## config.mk

```make
export PLATFORM = sky130hd
export DESIGN_NAME = aes_byte_stream
export DESIGN_NICKNAME = d
export VERILOG_FILES = /design/src/rtl/aes_byte_stream.sv
export SDC_FILE = /design/constraint.sdc
export NUM_CORES = 1
export LEC_CHECK = 0
export CORE_ASPECT_RATIO = 1.1
export CORE_MARGIN = 3
export CORE_UTILIZATION = 45
export CTS_CLUSTER_DIAMETER = 120
export DETAILED_ROUTE_END_ITERATION = 10
export GPL_ROUTABILITY_DRIVEN = 1
export GPL_TIMING_DRIVEN = 0
export PLACE_DENSITY = 0.8
export SLEW_MARGIN = 10
export SYNTH_ARGS = -nofsm -noshare
export SYNTH_HDL_FRONTEND = slang
export SYNTH_SLANG_ARGS = --single-unit
```

## constraint.sdc

```tcl
create_clock -name clk -period 1.9 [get_ports clk]
set_clock_uncertainty 0.1 [all_clocks]
set_input_delay 0.475 -clock clk [delete_from_list [all_inputs] [get_ports clk]]
set_output_delay 0.475 -clock clk [all_outputs]
set_load 0.005 [all_outputs]
```

## src/rtl/aes_byte_stream.sv

```systemverilog
// Byte-serial wrapper around the aes core: gathers key and plaintext bytes,
// triggers the core, then streams the ciphertext back out MSB byte first.
//
// state | meaning
// LOAD  | accepting the 32-byte frame (key then plaintext)
// START | frame complete, waiting for an idle core to trigger
// ACK   | trigger issued, waiting for the core to drop done
// RUN   | core busy, waiting for done to capture ciphertext
// SEND  | streaming 16 ciphertext bytes
module aes_byte_stream #(
  parameter int TIMEOUT = 4096
) (
  input  logic         clk,
  input  logic         reset_n,
  input  logic [7:0]   s_data,
  input  logic         s_valid,
  output logic         s_ready,
  output logic [7:0]   m_data,
  output logic         m_valid,
  input  logic         m_ready,
  output logic [127:0] aes_key,
  output logic [127:0] aes_plaintext,
  output logic         aes_trigger,
  input  logic         aes_done,
  input  logic [127:0] aes_ciphertext,
  output logic         busy,
  output logic         timeout_err
);

  localparam int TW = $clog2(TIMEOUT + 1);
  localparam logic [TW-1:0] TLAST = TW'(TIMEOUT - 1);

  typedef enum logic [2:0] {
    LOAD  = 3'd0,
    START = 3'd1,
    ACK   = 3'd2,
    RUN   = 3'd3,
    SEND  = 3'd4
  } state_t;

  state_t         state;
  logic [255:0]   in_sr;
  logic [127:0]   out_sr;
  logic [4:0]     in_cnt;
  logic [3:0]     out_cnt;
  logic [TW-1:0]  t_cnt;

  assign s_ready       = (state == LOAD);
  assign aes_key       = in_sr[255:128];
  assign aes_plaintext = in_sr[127:0];
  assign m_data        = out_sr[127:120];

  always_ff @(posedge clk or negedge reset_n) begin
    if (!reset_n) begin
      state       <= LOAD;
      in_sr       <= '0;
      out_sr      <= '0;
      in_cnt      <= '0;
      out_cnt     <= '0;
      t_cnt       <= '0;
      aes_trigger <= 1'b0;
      m_valid     <= 1'b0;
      busy        <= 1'b0;
      timeout_err <= 1'b0;
    end else begin
      aes_trigger <= 1'b0;
      case (state)
        LOAD: begin
          if (s_valid) begin
            in_sr       <= {in_sr[247:0], s_data};
            in_cnt      <= in_cnt + 5'd1;
            timeout_err <= 1'b0;
            if (in_cnt == 5'd31) begin
              state <= START;
              busy  <= 1'b1;
            end
          end
        end
        START: begin
          if (aes_done) begin
            aes_trigger <= 1'b1;
            t_cnt       <= '0;
            state       <= ACK;
          end
        end
        ACK, RUN: begin
          t_cnt <= t_cnt + 1'b1;
          // progress wins over the timeout if both land on the same cycle
          if (state == ACK && !aes_done) begin
            state <= RUN;
          end else if (state == RUN && aes_done) begin
            out_sr  <= aes_ciphertext;
            out_cnt <= '0;
            m_valid <= 1'b1;
            state   <= SEND;
          end else if (t_cnt == TLAST) begin
            state       <= LOAD;
            busy        <= 1'b0;
            timeout_err <= 1'b1;
            in_cnt      <= '0;
            out_cnt     <= '0;
          end
        end
        SEND: begin
          if (m_ready) begin
            out_sr  <= {out_sr[119:0], 8'h00};
            out_cnt <= out_cnt + 4'd1;
            if (out_cnt == 4'd15) begin
              m_valid <= 1'b0;
              busy    <= 1'b0;
              in_cnt  <= '0;
              state   <= LOAD;
            end
          end
        end
        default: begin
          state   <= LOAD;
          busy    <= 1'b0;
          m_valid <= 1'b0;
          in_cnt  <= '0;
          out_cnt <= '0;
        end
      endcase
    end
  end

endmodule

```

==> results.py <==
metrics = {
    "timing": {
        "max-slew-margin-rel_pct": 55.0,
        "clock.fmax_ghz": 0.484,
        "worst_slew_pin_slew_ns": 0.675,
        "period_share_pct": 109,
        "layout_min_cycle_time_ns": 2.07,
        "hold_violations": 81,
        "rsz0062_at_grt": "true",
        "slew_violations": 0,
        "hold_ws_ns": -0.169,
        "setup_viol": 273,
        "finalWorstSetupSlack_ns": -0.166,
    },
    "setup_path": {
        "cp.arrival_ns": 1.49,
        "path_max_fanout": 7,
        "worstSetupPathType": "reg -> out",
        "cp_data_required_time_ns": 1.32,
        "startpoint_type": "flop",
        "crit_path_end_kind": "output port",
    },
    "placement": {
        "place_area_sq_um": 21700,
        "dp_cells": 2176,
        "place.gp.congestion": 0.844,
        "hpwl_um": 33900,
        "portBuffers": 408,
    },
    "layout": {
        "finalNetCount": 2047,
        "area_delta_synth_final_pct": 58.1,
        "drive_gt1_share_pct": 38.7,
        "fillCellCount": 2175,
        "seq_area_sq_um": 10300,
        "fin_area_sq_um": 26800,
        "instances_no_fill": 2428,
        "multiInputGateArea_sq_um": 7430,
    },
    "drt": {
        "wl_per_cell_um": 24.9,
        "finalWirelength_um": 60300,
        "drc_errors": 0,
        "ant_nets": 0,
        "viasPerCell": 5.53,
        "vias": 13400,
        "drt_first_pass_iters": 5,
        "drtIter0Drc": 808,
    },
    "clock_network": {
        "clk_pin_slew_ns": 0.06,
        "cts_tree": "built",
        "clockBufferDepth": 3,
        "clockRootBuffer": "clkbuf_16",
        "h-tree-depth": 2,
        "cts_inserted_buffers": 42,
        "clk_latency_ns": 0.54,
        "cts_sinks": 413,
    },
    "floorplanning": {
        "die_width_um": 191,
        "core_area_sq_um": 36600,
        "io_pins": 410,
        "start_util_pct": 46.2,
        "placementRows": 73,
        "fp.dieH_um": 209,
        "die_area_sq_um": 40000,
    },
    "job": {
        "maxCapViolations": 0,
    },
    "outcome": {
        "failed_checks": "hold timing, setup timing",
        "status": "finished with violations",
    },
    "yosys": {
        "synthFlopType": "dfrtp_1",
        "ys_async_sr_fraction_pct": 100,
        "syn_inst": 1277,
        "syn-num-nets": 1422,
        "synthesis.area_sq_um": 16900,
        "synth-seq-area-share_pct": 61.0,
        "yosysWarnings": 0,
        "synth-edff-count": 0,
        "synthTopCellsByCount": "413 x dfrtp_1, 239 x mux2_2, 153 x nand2_1",
        "synth_area_leaders": "dfrtp_1 61%, mux2_2 16%, mux2i_1 7.2%",
        "yosysTopAreaCell": "dfrtp_1",
        "ys_types": 51,
        "ys_seq_elements": 413,
        "syn_avg_cell_area_sq_um": 13.3,
        "synth_most_common_cell": "dfrtp_1",
        "yosys.area.top_type_share_pct": 61.0,
    },
    "global_route": {
        "grt_antenna_before_repair": 7,
        "overflow": 0,
        "use_met1_pct": 29.1,
        "use_met2_pct": 42.6,
        "grt_busiest_layer": "met2",
        "grt_pass1_vias": 13100,
        "grt_pass1_wl_um": 75300,
        "grt_usage_pct": 24.1,
        "use_met3_pct": 5.45,
        "grt_max_degree": 105,
    },
    "worst_hold_path": {
        "hp-class": "in -> async",
    },
    "power_and_ir_drop": {
        "power.leakage_nw": 12.9,
        "ir_worst_vdd_mv": 1.34,
        "power_density_nw_per_um2": 1340,
    },
}
[path summary, 6_finish.rpt]
check | from | endpoint | slack [ns] | cells past startpoint
min reg2reg | out_sr[65]$_DFFE_PN0P_ | out_sr[65]$_DFFE_PN0P_ | 0.39 | 2
min in group clk | aes_done | state[0]$_DFFE_PN0P_ | 0.26 | 4
min | reset_n | out_sr[42]$_DFFE_PN0P_ | -0.17 | 1
max in group asynchronous | reset_n | in_sr[228]$_DFFE_PN0P_ | 0.48 | 3
max | state[2]$_DFFE_PN0P_ | s_ready | -0.17 | 3
max reg2reg | state[2]$_DFFE_PN0P_ | out_sr[118]$_DFFE_PN0P_ | -0.11 | 9
[metal layers]
metal	part of all wire, %	vias to the layer above
met3	6.2	177
met1	37	6949
met4	4.5	2
met2	52	530
li1	-	5777
met5	0.018	-
[flip-flops by register name, indices dropped and copies added, names as in the netlist]
| name | flops |
|---|---|
| in_sr | 256 |
| out_sr | 128 |
| t_cnt | 13 |
| in_cnt | 5 |
| out_cnt | 4 |
| state | 3 |
| aes_trigger | 1 |
| busy | 1 |
| m_valid | 1 |
| timeout_err | 1 |
[final cells by class]
class / instances / share of cell area (%)
clock inverter: 16 / 0.673
multi-input combinational: 766 / 27.7
antenna: 8 / 0.0747
inverter: 10 / 0.140
clock buffer: 59 / 4.54
tap: 487 / 2.28
buffer: 83 / 4.21
timing repair buffer: 586 / 21.7
sequential: 413 / 38.6
[worst max-delay path: stages (launching register included)]
cell	delay, ns
dfrtp_2	0.45
buf_6	0.15
nor3_4	0.19
buf_2	0.16
[stage by stage]
stage / TNS, ns / power [W] / hold slack, ns / worst slack [ns] / utilization [%]
after CTS: -10.99 / 0.0325 / -0.162 / -0.211 / 65.7
final: -14.75 / 0.0358 / -0.169 / -0.166 / 73.1
after global placement: -7399.82 / 0.0239 / 0.362 / -17.41 / 59.1
after detailed placement: -242.72 / 0.0243 / 0.371 / -0.896 / 59.4
after global routing: -20.31 / 0.0371 / -0.132 / -0.215 / 73.1
after floorplan: 0 / 0.0171 / 0.0794 / 0.0930 / -
[cell families (layout without fill, tap and decap cells)]
| family | after synthesis | count (layout) | share of synthesized area, % |
|---|---|---|---|
| simple gates | 200 | 200 | 5.04 |
| flops | 413 | 413 | 61.0 |
| mux | 378 | 378 | 24.2 |
| fa+ha+maj | 4 | 4 | 0.296 |
| other cells | 0 | 8 | 0 |
| xor+xnor | 3 | 3 | 0.155 |
| compound gates | 181 | 181 | 5.97 |
| buf+inv | 98 | 754 | 3.29 |
[report_power, final]
part           leakage (nW)  switching [W]  internal [W]
Combinational          6.90        0.00515       0.00813
Clock                 0.692        0.00359       0.00489
Sequential             5.32        0.00248        0.0115
Total                  12.9         0.0112        0.0245
[placed cells by master, fill, tap and decap left out, drive strengths merged, types with 3 or more instances in the layout]
master         Yosys  routed
clkbuf            16     103
dfrtp            413     413
inv               10      10
o31ai              5       5
nor4               3       3
mux2             256     256
nor3               3       3
mux2i            122     122
ha                 4       4
nor2              10      10
clkdlybuf4s15      0       7
a21oi              8       8
and2               3       3
nand2            153     153
clkdlybuf4s50      0     138
diode              0       8
o21ai            144     144
o211ai             6       6
bufinv             0       3
clkinv             0      12
dlygate4sd2        0     260
and3               3       3
nand3              9       9
buf               72     220
[timing repair]
item / CTS / global route
pin swaps: 3 / 97
gates resized for setup: 378 / 575
endpoints found under the hold margin: 81 / 81
endpoints found under the setup margin: 659 / 411
cloned: 5 / 33
setup buffers: 114 / 22
Note: power is estimated with default switching activity, not from simulation.
